`src/rtl/frame_burst_sched_if.sv`:
```
// AXI HP0 address/response handshake bundle seen by the frame burst scheduler.
// The master modport is the scheduler; the slave modport is the interconnect/data path side.
interface frame_burst_sched_if;
    logic        m_axi_awvalid;
    logic        m_axi_awready;
    logic [31:0] m_axi_awaddr;
    logic        m_axi_arvalid;
    logic        m_axi_arready;
    logic [31:0] m_axi_araddr;
    logic        m_axi_bvalid;
    logic        m_axi_rvalid;
    logic        m_axi_rready;
    logic        m_axi_rlast;

    modport master (
        output m_axi_awvalid, m_axi_awaddr, m_axi_arvalid, m_axi_araddr,
        input  m_axi_awready, m_axi_arready, m_axi_bvalid,
        input  m_axi_rvalid, m_axi_rready, m_axi_rlast
    );

    modport slave (
        input  m_axi_awvalid, m_axi_awaddr, m_axi_arvalid, m_axi_araddr,
        output m_axi_awready, m_axi_arready, m_axi_bvalid,
        output m_axi_rvalid, m_axi_rready, m_axi_rlast
    );
endinterface

```
`src/rtl/frame_burst_sched.sv`:
```
// Arbitrates one AXI master between frame-capture writes and playback reads, double-buffered per vsync.
// Optional FRAME_BURST_SCHED_STATS_EN adds drop_cnt_o / stall_max_o statistics outputs.
//
// state | meaning
// IDLE  | choose next burst (read unless write starved), register its address
// AW    | write address valid, held until awready
// AR    | read address valid, held until arready
module frame_burst_sched #(
    parameter int unsigned H_WIDTH      = 1920,
    parameter int unsigned V_HEIGHT     = 1080,
    parameter int unsigned BURST_LEN    = 16,
    parameter logic [31:0] BASE_ADDR    = 32'h1000_0000,
    parameter logic [31:0] FRAME_STRIDE = 32'h0080_0000,
    parameter int unsigned MAX_OUTST    = 4,
    parameter int unsigned WR_STARVE    = 8
) (
    input  logic                       clk_i,
    input  logic                       rst_ni,
    input  logic                       vs_i,
    input  logic                       wr_req_i,
    output logic                       wr_gnt_o,
    input  logic                       rd_req_i,
    output logic                       rd_gnt_o,
    frame_burst_sched_if.master        axi,
    output logic                       wr_buf_o,
    output logic                       rd_buf_o
`ifdef FRAME_BURST_SCHED_STATS_EN
    ,
    output logic [15:0]                drop_cnt_o,
    output logic [15:0]                stall_max_o
`endif
);
    localparam int unsigned FRAME_BYTES = 4 * H_WIDTH * V_HEIGHT;
    localparam int unsigned BURST_BYTES = 8 * BURST_LEN;
    localparam int unsigned NB          = FRAME_BYTES / BURST_BYTES;
    localparam int unsigned CW          = $clog2(NB + 1);
    localparam int unsigned SW          = (WR_STARVE < 1) ? 1 : $clog2(WR_STARVE + 1);
    localparam logic [CW-1:0] NB_C      = CW'(NB);
    localparam logic [2:0]    MAXO_C    = 3'(MAX_OUTST);
    localparam logic [SW-1:0] WS_C      = SW'(WR_STARVE);
    localparam logic [31:0]   BBYTES_C  = 32'(BURST_BYTES);

    if (((FRAME_BYTES % BURST_BYTES) != 0) || (NB == 0)) begin : g_bad_burst
        $error("frame_burst_sched: frame is not a whole number of bursts");
    end
    if (FRAME_STRIDE < 32'(FRAME_BYTES)) begin : g_bad_stride
        $error("frame_burst_sched: FRAME_STRIDE smaller than one frame");
    end
    if ((MAX_OUTST < 1) || (MAX_OUTST > 7)) begin : g_bad_outst
        $error("frame_burst_sched: MAX_OUTST must be 1..7");
    end

    typedef enum logic [1:0] {S_IDLE, S_AW, S_AR} state_e;

    state_e        state_q, state_d;
    logic [CW-1:0] wr_cnt_q, wr_cnt_d, rd_cnt_q, rd_cnt_d;
    logic [2:0]    wr_out_q, wr_out_d, rd_out_q, rd_out_d;
    logic [SW-1:0] starve_q, starve_d;
    logic          wr_buf_q, wr_buf_d, rd_buf_q, rd_buf_d;
    logic          vs_q, vs_d;
    logic          stale_q, stale_d;
    logic [31:0]   awaddr_q, awaddr_d, araddr_q, araddr_d;

    logic vs_edge, we, re, aw_hs, ar_hs, b_dec, r_dec;

    function automatic logic [31:0] burst_addr(input logic sel, input logic [CW-1:0] cnt);
        burst_addr = BASE_ADDR + (sel ? FRAME_STRIDE : 32'd0) + 32'(cnt) * BBYTES_C;
    endfunction

    assign vs_edge = vs_i & ~vs_q;
    assign we      = wr_req_i && (wr_cnt_q < NB_C) && (wr_out_q < MAXO_C);
    assign re      = rd_req_i && (rd_cnt_q < NB_C) && (rd_out_q < MAXO_C);
    assign aw_hs   = (state_q == S_AW) && axi.m_axi_awready;
    assign ar_hs   = (state_q == S_AR) && axi.m_axi_arready;
    assign b_dec   = axi.m_axi_bvalid && (wr_out_q != 3'd0);
    assign r_dec   = axi.m_axi_rvalid && axi.m_axi_rready && axi.m_axi_rlast && (rd_out_q != 3'd0);

    assign wr_gnt_o          = aw_hs;
    assign rd_gnt_o          = ar_hs;
    assign axi.m_axi_awvalid = (state_q == S_AW);
    assign axi.m_axi_arvalid = (state_q == S_AR);
    assign axi.m_axi_awaddr  = awaddr_q;
    assign axi.m_axi_araddr  = araddr_q;
    assign wr_buf_o          = wr_buf_q;
    assign rd_buf_o          = rd_buf_q;

    always_comb begin
        state_d  = state_q;
        wr_cnt_d = wr_cnt_q;
        rd_cnt_d = rd_cnt_q;
        starve_d = starve_q;
        wr_buf_d = wr_buf_q;
        rd_buf_d = rd_buf_q;
        stale_d  = stale_q;
        awaddr_d = awaddr_q;
        araddr_d = araddr_q;
        vs_d     = vs_i;
        wr_out_d = wr_out_q + 3'(aw_hs) - 3'(b_dec);
        rd_out_d = rd_out_q + 3'(ar_hs) - 3'(r_dec);

        case (state_q)
            S_IDLE: begin
                // no new decision on a vsync edge: its address would belong to the old frame
                if (!vs_edge) begin
                    if (re && (!we || (starve_q < WS_C))) begin
                        state_d  = S_AR;
                        araddr_d = burst_addr(rd_buf_q, rd_cnt_q);
                    end else if (we) begin
                        state_d  = S_AW;
                        awaddr_d = burst_addr(wr_buf_q, wr_cnt_q);
                    end
                end
            end
            S_AW: begin
                if (aw_hs) begin
                    state_d  = S_IDLE;
                    stale_d  = 1'b0;
                    starve_d = '0;
                    if (!stale_q) wr_cnt_d = wr_cnt_q + CW'(1);
                end
            end
            S_AR: begin
                if (ar_hs) begin
                    state_d = S_IDLE;
                    stale_d = 1'b0;
                    if (!stale_q) begin
                        rd_cnt_d = rd_cnt_q + CW'(1);
                        if (we && (starve_q < WS_C)) starve_d = starve_q + SW'(1);
                    end
                end
            end
            default: state_d = S_IDLE;
        endcase

        // frame boundary overrides any counter update of this cycle
        if (vs_edge) begin
            if (wr_cnt_q == NB_C) begin
                rd_buf_d = wr_buf_q;
                wr_buf_d = ~wr_buf_q;
            end
            wr_cnt_d = '0;
            rd_cnt_d = '0;
            starve_d = '0;
            stale_d  = (state_q != S_IDLE) && !aw_hs && !ar_hs;
        end
    end

    always_ff @(posedge clk_i or negedge rst_ni) begin
        if (!rst_ni) begin
            state_q  <= S_IDLE;
            wr_cnt_q <= '0;
            rd_cnt_q <= '0;
            wr_out_q <= '0;
            rd_out_q <= '0;
            starve_q <= '0;
            wr_buf_q <= 1'b0;
            rd_buf_q <= 1'b1;
            vs_q     <= 1'b0;
            stale_q  <= 1'b0;
            awaddr_q <= '0;
            araddr_q <= '0;
        end else begin
            state_q  <= state_d;
            wr_cnt_q <= wr_cnt_d;
            rd_cnt_q <= rd_cnt_d;
            wr_out_q <= wr_out_d;
            rd_out_q <= rd_out_d;
            starve_q <= starve_d;
            wr_buf_q <= wr_buf_d;
            rd_buf_q <= rd_buf_d;
            vs_q     <= vs_d;
            stale_q  <= stale_d;
            awaddr_q <= awaddr_d;
            araddr_q <= araddr_d;
        end
    end

`ifdef FRAME_BURST_SCHED_STATS_EN
    logic [15:0] drop_q, drop_d, run_q, run_d, smax_q, smax_d;
    logic        stalled;

    assign stalled     = ((state_q == S_AW) && !axi.m_axi_awready) ||
                         ((state_q == S_AR) && !axi.m_axi_arready);
    assign drop_cnt_o  = drop_q;
    assign stall_max_o = smax_q;

    always_comb begin
        drop_d = drop_q;
        run_d  = '0;
        if (vs_edge && (wr_cnt_q != NB_C) && (drop_q != 16'hFFFF)) drop_d = drop_q + 16'd1;
        if (stalled) run_d = (run_q == 16'hFFFF) ? run_q : run_q + 16'd1;
        smax_d = (run_d > smax_q) ? run_d : smax_q;
    end

    always_ff @(posedge clk_i or negedge rst_ni) begin
        if (!rst_ni) begin
            drop_q <= '0;
            run_q  <= '0;
            smax_q <= '0;
        end else begin
            drop_q <= drop_d;
            run_q  <= run_d;
            smax_q <= smax_d;
        end
    end
`endif
endmodule

```
`src/flat_wrapper.sv`:
```
// flat-port wrapper written by rule: the top's interface ports become plain ports
module frame_burst_sched_flat 
#(
    parameter int unsigned H_WIDTH      = 1920,
    parameter int unsigned V_HEIGHT     = 1080,
    parameter int unsigned BURST_LEN    = 16,
    parameter logic [31:0] BASE_ADDR    = 32'h1000_0000,
    parameter logic [31:0] FRAME_STRIDE = 32'h0080_0000,
    parameter int unsigned MAX_OUTST    = 4,
    parameter int unsigned WR_STARVE    = 8
)
  (clk_i, rst_ni, vs_i, wr_req_i, wr_gnt_o, rd_req_i, rd_gnt_o, wr_buf_o, rd_buf_o, axi_m_axi_awvalid, axi_m_axi_awaddr, axi_m_axi_arvalid, axi_m_axi_araddr, axi_m_axi_awready, axi_m_axi_arready, axi_m_axi_bvalid, axi_m_axi_rvalid, axi_m_axi_rready, axi_m_axi_rlast);
  frame_burst_sched_if axi_i ();
  input  logic clk_i;
  input  logic rst_ni;
  input  logic vs_i;
  input  logic wr_req_i;
  output logic wr_gnt_o;
  input  logic rd_req_i;
  output logic rd_gnt_o;
  output logic wr_buf_o;
  output logic rd_buf_o;
  output wire logic [$bits(axi_i.m_axi_awvalid)-1:0] axi_m_axi_awvalid;
  output wire logic [$bits(axi_i.m_axi_awaddr)-1:0] axi_m_axi_awaddr;
  output wire logic [$bits(axi_i.m_axi_arvalid)-1:0] axi_m_axi_arvalid;
  output wire logic [$bits(axi_i.m_axi_araddr)-1:0] axi_m_axi_araddr;
  input wire logic [$bits(axi_i.m_axi_awready)-1:0] axi_m_axi_awready;
  input wire logic [$bits(axi_i.m_axi_arready)-1:0] axi_m_axi_arready;
  input wire logic [$bits(axi_i.m_axi_bvalid)-1:0] axi_m_axi_bvalid;
  input wire logic [$bits(axi_i.m_axi_rvalid)-1:0] axi_m_axi_rvalid;
  input wire logic [$bits(axi_i.m_axi_rready)-1:0] axi_m_axi_rready;
  input wire logic [$bits(axi_i.m_axi_rlast)-1:0] axi_m_axi_rlast;
  assign axi_m_axi_awvalid = axi_i.m_axi_awvalid;
  assign axi_m_axi_awaddr = axi_i.m_axi_awaddr;
  assign axi_m_axi_arvalid = axi_i.m_axi_arvalid;
  assign axi_m_axi_araddr = axi_i.m_axi_araddr;
  assign axi_i.m_axi_awready = axi_m_axi_awready;
  assign axi_i.m_axi_arready = axi_m_axi_arready;
  assign axi_i.m_axi_bvalid = axi_m_axi_bvalid;
  assign axi_i.m_axi_rvalid = axi_m_axi_rvalid;
  assign axi_i.m_axi_rready = axi_m_axi_rready;
  assign axi_i.m_axi_rlast = axi_m_axi_rlast;
  frame_burst_sched #(.H_WIDTH(H_WIDTH), .V_HEIGHT(V_HEIGHT), .BURST_LEN(BURST_LEN), .BASE_ADDR(BASE_ADDR), .FRAME_STRIDE(FRAME_STRIDE), .MAX_OUTST(MAX_OUTST), .WR_STARVE(WR_STARVE)) u_core (.clk_i(clk_i), .rst_ni(rst_ni), .vs_i(vs_i), .wr_req_i(wr_req_i), .wr_gnt_o(wr_gnt_o), .rd_req_i(rd_req_i), .rd_gnt_o(rd_gnt_o), .axi(axi_i), .wr_buf_o(wr_buf_o), .rd_buf_o(rd_buf_o));
endmodule
```
`config.mk`:
```
export PLATFORM = sky130hd
export DESIGN_NAME = frame_burst_sched_flat
export DESIGN_NICKNAME = d
export VERILOG_FILES = /design/src/rtl/frame_burst_sched_if.sv /design/src/rtl/frame_burst_sched.sv /design/src/flat_wrapper.sv
export SDC_FILE = /design/constraint.sdc
export NUM_CORES = 1
export LEC_CHECK = 0
export CORE_ASPECT_RATIO = 0.75
export CORE_MARGIN = 2
export CORE_UTILIZATION = 35
export CTS_CLUSTER_SIZE = 12
export DETAILED_ROUTE_END_ITERATION = 16
export GPL_TIMING_DRIVEN = 0
export PLACE_DENSITY = 0.66
export SLEW_MARGIN = 20
export SYNTH_ARGS = -nofsm -noshare
export SYNTH_HDL_FRONTEND = slang
export SYNTH_SLANG_ARGS = --single-unit
```
`constraint.sdc`:
```
create_clock -name clk_i -period 3.19 [get_ports clk_i]
set_input_delay 0.957 -clock clk_i [delete_from_list [all_inputs] [get_ports clk_i]]
set_output_delay 0.957 -clock clk_i [all_outputs]
set_load 0.05 [all_outputs]
```
# --- After elaboration in Yosys (flattened, before gate mapping) ---
# Index checks and enable logic that the tools add are counted.
# W data, S select, Z words.
totals:
  register_bits: 112
op_classes:
  n_reduce_logical: 35
  bitwise_logic: 5
  muxes: 26
  n_addsub: 11
  eq_ne: 12
  order_cmp: 5
ops:
  columns: ["op", "count"]
  rows:
  - ["$mux W16", 8]
  - ["$add A29 B32 Y32 const A", 2]
  - ["$add A32 B23 Y32", 2]
  - ["$mux W24", 2]
  - ["$add A16 B1 Y16 const B", 2]
  - ["$lt A16 B16 Y1 const B", 2]
  - ["$mux W4", 5]
  - ["$eq A16 B16 Y1 const B", 1]
  - ["$logic_and A1 B1 Y1", 14]
  - ["$ne A3 B1 Y1 const B", 4]
  - ["$reduce_and A3 Y1", 4]
  - ["$mux W2", 5]
  - ["$reduce_bool A2 Y1", 5]
  - ["$reduce_bool A3 Y1", 3]
  - ["$pmux W4 S2", 1]
  - ["$reduce_and A4 Y1", 2]
  - ["$add A3 B1 Y3", 2]
  - ["$lt A3 B3 Y1 const B", 2]
  - ["$pmux W2 S3", 1]
  - ["$sub A3 B1 Y3", 2]
  - ["$reduce_and A5 Y1", 1]
  - ["$add A4 B1 Y4 const B", 1]
  - ["$lt A4 B4 Y1 const B", 1]
  - ["$ne A2 B1 Y1 const B", 2]
  - ["other kinds (12)", 20]

# --- Depth between registers and ports, before layout ---
# Gate-level depths: netlist of the first run.
depth:
  depth_word: 9
  depth_mapped: 11
  mapped_depth_nobuf: 10

# --- Least setup slack after synthesis of the first run ---
# Ideal clock, no wire load.
synth_timing:
  path_type: "register to register"
  start: "register u_core.state_q[0]"
  end: "register u_core.rd_cnt_q[15]"
  slack_ps: 611
  setup_ps: 78
  stages_incl_launch_ff: 8
  t_required_ps: 3112
  arrival_time_ps: 2501
  path_cell_list: "dfrtp_1 -> inv_1 -> ha_1 -> buf_2 -> nand3b_1 -> a2111o_1 -> or4_1 -> a21oi_1"
synth_between:
  elab_chain_cells: 4
synth_rtl:
  columns: ["element", "line", "text"]
  rows:
  - ["from (decl)", "frame_burst_sched.sv:55", "state_e state_q, state_d;"]
  - ["from (signal assigned)", "frame_burst_sched.sv:163", "state_q <= state_d;"]
  - ["$eq A2 B2 Y1 (*)", null, null]
  - ["net axi_m_axi_arvalid", "flat_wrapper.sv:25", "output wire logic [$bits(axi_i.m_axi_arvalid)-1:0] axi_m_axi_arvalid;"]
  - ["$logic_and A1 B1 Y1", "frame_burst_sched.sv:74", "assign ar_hs = (state_q == S_AR) && axi.m_axi_arready;"]
  - ["$reduce_bool A2 Y1 (no source line)", null, null]
  - ["$reduce_and A3 Y1 (no source line) (*)", null, null]
  - ["to (signal assigned)", "frame_burst_sched.sv:165", "rd_cnt_q <= rd_cnt_d;"]
  - ["to (decl)", "frame_burst_sched.sv:56", "logic [CW-1:0] wr_cnt_q, wr_cnt_d, rd_cnt_q, rd_cnt_d;"]
# The timed path passes the listed nets; every way through them passes the cells marked *.
# A chain may end at the register's enable or synchronous reset.

# --- Final worst setup path of the first run ---
layout_timing:
  start: "input port axi_m_axi_awready"
  end: "output port wr_gnt_o"
layout_between:
  elab_chain_cells: 1
layout_rtl:
  columns: ["element", "line", "text"]
  rows:
  - ["from (decl)", "flat_wrapper.sv:27", "input wire logic [$bits(axi_i.m_axi_awready)-1:0] axi_m_axi_awready;"]
  - ["$logic_and A1 B1 Y1", "frame_burst_sched.sv:73", "assign aw_hs = (state_q == S_AW) && axi.m_axi_awready;"]
  - ["to (decl)", "flat_wrapper.sv:18", "output logic wr_gnt_o;"]
# Every way passes these cells.

==> results of run 1 <==
[cell families (layout without fill, tap and decap cells)]
| logic type | Yosys count | after routing | synth area share (%) |
|---|---|---|---|
| AO/OA/AOI/OAI | 44 | 44 | 8.034 |
| XOR/XNOR | 22 | 22 | 4.499 |
| adder cells (fa/ha/maj) | 13 | 13 | 4.148 |
| buffers and inverters | 59 | 128 | 8.092 |
| flip-flops | 84 | 84 | 49.11 |
| multiplexers | 38 | 38 | 10.60 |
| other | 1 | 28 | 0.08756 |
| AND/OR/NAND/NOR | 124 | 124 | 15.43 |
[layer usage]
metal  share of wire, %  global-route usage, %
met1                 49                  19.29
met2                 45                  21.55
met3                5.7                  4.293
met4                1.1                  3.930
met5                  0                      0
[through the flow]
step | power [mW] | setup WS, ns | util, % | hold slack [ns]
2_1_floorplan | 1.993 | 0.6109 | - | 0.4670
3_3_place_gp | 2.221 | -1.872 | 43.34 | 0.4522
3_5_place_dp | 2.260 | -0.3389 | 43.55 | 0.4558
4_1_cts | 3.268 | 0.02484 | 45.94 | 0.4706
5_1_grt | 3.392 | 0.04310 | 45.90 | 0.4950
6_report | 3.236 | 0.09851 | 45.90 | 0.4620
[cells in the final DEF, fill, tap and decap left out, types with 3 or more instances in the layout]
cell type / instances
ha_1: 11
and2_1: 3
clkbuf_16: 9
or4_1: 7
nand3_1: 10
mux2i_1: 3
o21ai_0: 5
nor3_1: 8
or3_1: 4
a21oi_1: 14
clkbuf_1: 9
buf_4: 32
conb_1: 28
clkdlybuf4s50_1: 49
inv_1: 21
nor4_1: 7
xnor2_1: 17
mux2_2: 27
dfrtp_1: 83
nand2b_1: 4
nand4_1: 8
nor2_1: 26
nand2_1: 27
mux2_4: 8
and3_1: 3
or2_2: 3
o31ai_1: 6
xor2_1: 5
[power groups by stage]
stage               logic (mW)  registers, mW  clock network (mW)
finish                   0.972           1.26                1.01
CTS                      0.985           1.26                1.03
global route              1.05           1.27                1.07
floorplan                0.673           1.32                   0
detailed placement       0.986           1.27                   0
global placement         0.952           1.27                   0
[final timing paths]
path / endpoint / slack [ns] / cells past startpoint
worst min register to register: u_core.axi.m_axi_araddr[28]$_DFFE_PN0P_ / 0.46 / 1
worst min-delay path: u_core.axi.m_axi_araddr[28]$_DFFE_PN0P_ / 0.46 / 1
max in group asynchronous: u_core.rd_buf_o$_DFFE_PN1P_ / 1.94 / 2
min in group asynchronous: u_core.axi.m_axi_awaddr[28]$_DFFE_PN0P_ / 0.60 / 1
worst max register to register: u_core.rd_cnt_q[14]$_DFFE_PN0P_ / 0.64 / 7
worst max-delay path: wr_gnt_o / 0.1 / 4
[Yosys cell counts (2+ instances only)]
master | count | area share [%]
dfrtp_1 | 83 | 48
buf_4 | 31 | 5.4
mux2_2 | 27 | 7.1
nand2_1 | 27 | 2.4
nor2_1 | 26 | 2.3
inv_1 | 21 | 1.8
xnor2_1 | 17 | 3.5
a21oi_1 | 14 | 1.6
ha_1 | 11 | 3.2
nand3_1 | 10 | 1.2
mux2_4 | 8 | 2.8
nand4_1 | 8 | 1.2
nor3_1 | 8 | 0.93
nor4_1 | 7 | 1.0
or4_1 | 7 | 1.2
o31ai_1 | 6 | 1.1
clkbuf_1 | 5 | 0.44
o21ai_0 | 5 | 0.58
xor2_1 | 5 | 1.0
nand2b_1 | 4 | 0.58
or3_1 | 4 | 0.58
and2_1 | 3 | 0.44
and3_1 | 3 | 0.44
mux2i_1 | 3 | 0.70
or2_2 | 3 | 0.44
a31oi_1 | 2 | 0.29
a41o_2 | 2 | 0.53
and3b_1 | 2 | 0.41
fa_1 | 2 | 0.93
nand3b_1 | 2 | 0.35
nor2b_1 | 2 | 0.29
nor4b_1 | 2 | 0.41
o31a_1 | 2 | 0.41
[repair_timing]
item                                    4_1_cts  5_1_grt
pin swaps                                     0        0
gates resized for setup                       5        1
endpoints found under the setup margin        2        1
[registers in the layout (all words and copies together) (netlist names)]
register	count
u_core.axi.m_axi_araddr	18
u_core.axi.m_axi_awaddr	18
u_core.rd_cnt_q	16
u_core.wr_cnt_q	16
u_core.starve_q	4
u_core.rd_out_q	3
u_core.wr_out_q	3
u_core.state_q	2
u_core.rd_buf_o	1
u_core.stale_q	1
u_core.vs_q	1
u_core.wr_buf_o	1
[critical path: stages]
cell             delay [ns]
clkdlybuf4s50_1        0.55
nand2_1                0.16
inv_1                  0.09
clkdlybuf4s15_2        0.37
[cell type report]
class	instances	area (sq um)	share of cell area, %
tap	162	202.7	3.747
buffer	38	267.8	4.950
inverter	21	78.83	1.457
sequential	84	2103	38.89
timing repair buffer	53	541.8	10.02
clock inverter	3	40.04	0.7402
clock buffer	13	240.2	4.441
multi-input combinational	269	1934	35.76
==> out/metrics.cfg, run 1 <==
[outcome]
run_status = finished clean

[detailed_routing]
drt_iter0_markers = 140
routed_via_density = 4.848
postRouteAntennaNets = 0
drc = 0
drt_pre_antenna_iters = 5
vias = 3117
wl_um = 9034
routedWlPerCell_um = 14.05

[pwr]
power_frac_clock_pct = 31.1
power.internal_mw = 2.147
p_leak_nw = 2.440
p_sw_mw = 1.089
switching_share_pct = 33.65
p_seq_share_pct = 38.9
peakVddDrop_mv = 0.4396
powerDensity_mw_per_mm2 = 598.3
p_comb_share_pct = 30.0

[cts]
post_cts_buffers = 0
cts_tree = yes
cts_root_buf = clkbuf_16
cts-hold-fix-buffers = 0
clock-sinks = 84
cts_htree_levels = 3
numCtsBuffers = 9
clkLatencyLatePin_ns = 0.34
clk_path_buf_depth = 2
clk_pin_slew_worst_paths_ns = 0.06

[final_layout]
finalNonFillerCells = 643
fill_cells = 1101
fin_nets = 500
area.growth.synth_to_final_pct = 26.29
final_area_sq_mm = 0.005409
diodes = 0
drive_gt1_share_pct = 19.96

[setup_path]
endpoint_kind = output pin
startpoint = axi_m_axi_awready
crit_required_ns = 2.23
r2r-start = u_core.state_q[0]$_DFFE_PN0P_
path_max_fanout = 5
cp.arrival_ns = 2.13
crit_path_start_kind = primary input
path_class = in -> out

[global_routing]
grt_pass1_vias = 2972
grt_pass1_wl_um = 14720
grt.overflow.total = 0
antenna_found_initial = 0
grt_max_degree = 46
grtUsageTotal_pct = 14.01

[yosys]
synth_ff_type = dfrtp_1
syn_area_sq_mm = 0.004283
synthCells = 385
yosysWarnings = 0
yosysSeqAreaShare_pct = 49.11
synth_cell_types = 56
synth_edf_count = 0
avgSynthCellArea_sq_um = 11.12
synth_seq_cells = 84
async_reset_ff_share_pct = 100.0

[worst_hold_path]
hold_class = reg -> reg
hold_path.startpoint = u_core.axi.m_axi_araddr[28]$_DFFE_PN0P_

[sta]
worst_pin_slew_ns = 0.8996
maxSlewHeadroom_pct = 39.18
drv_slew = 0
finalCritPeriodShare_pct = 96.91
rsz0062_at_grt = no
final-hold-violation-count = 0
period_minus_slack_ns = 3.091
setup_viol = 0
fmaxAchievable_mhz = 323.5
fin_tns_setup_ns = 0
finClkSkew_ns = 0.008860

[place]
postPlaceCellArea_sq_mm = 0.005132
place.gp.congestion = 0.8056
dp_hpwl_um = 6644
placed_cells = 627
io_buffers = 52

[floorplan]
rows = 34
die_x_um = 131.7
design.die.area_sq_mm = 0.01315
die_y_um = 99.80
initial_core_util_pct = 36.35
ios = 81
coreArea_sq_mm = 0.01178

[flow_run]
drv_cap = 0

Note: power is estimated with default switching activity, not from simulation.
==> inputs of run 2 (changes only) <==
- GPL_ROUTABILITY_DRIVEN: not set -> 0
- HOLD_SLACK_MARGIN: not set -> 0.12
==> results of run 2 <==
The final DEF is identical to that of run 1; final timing and power are the same.
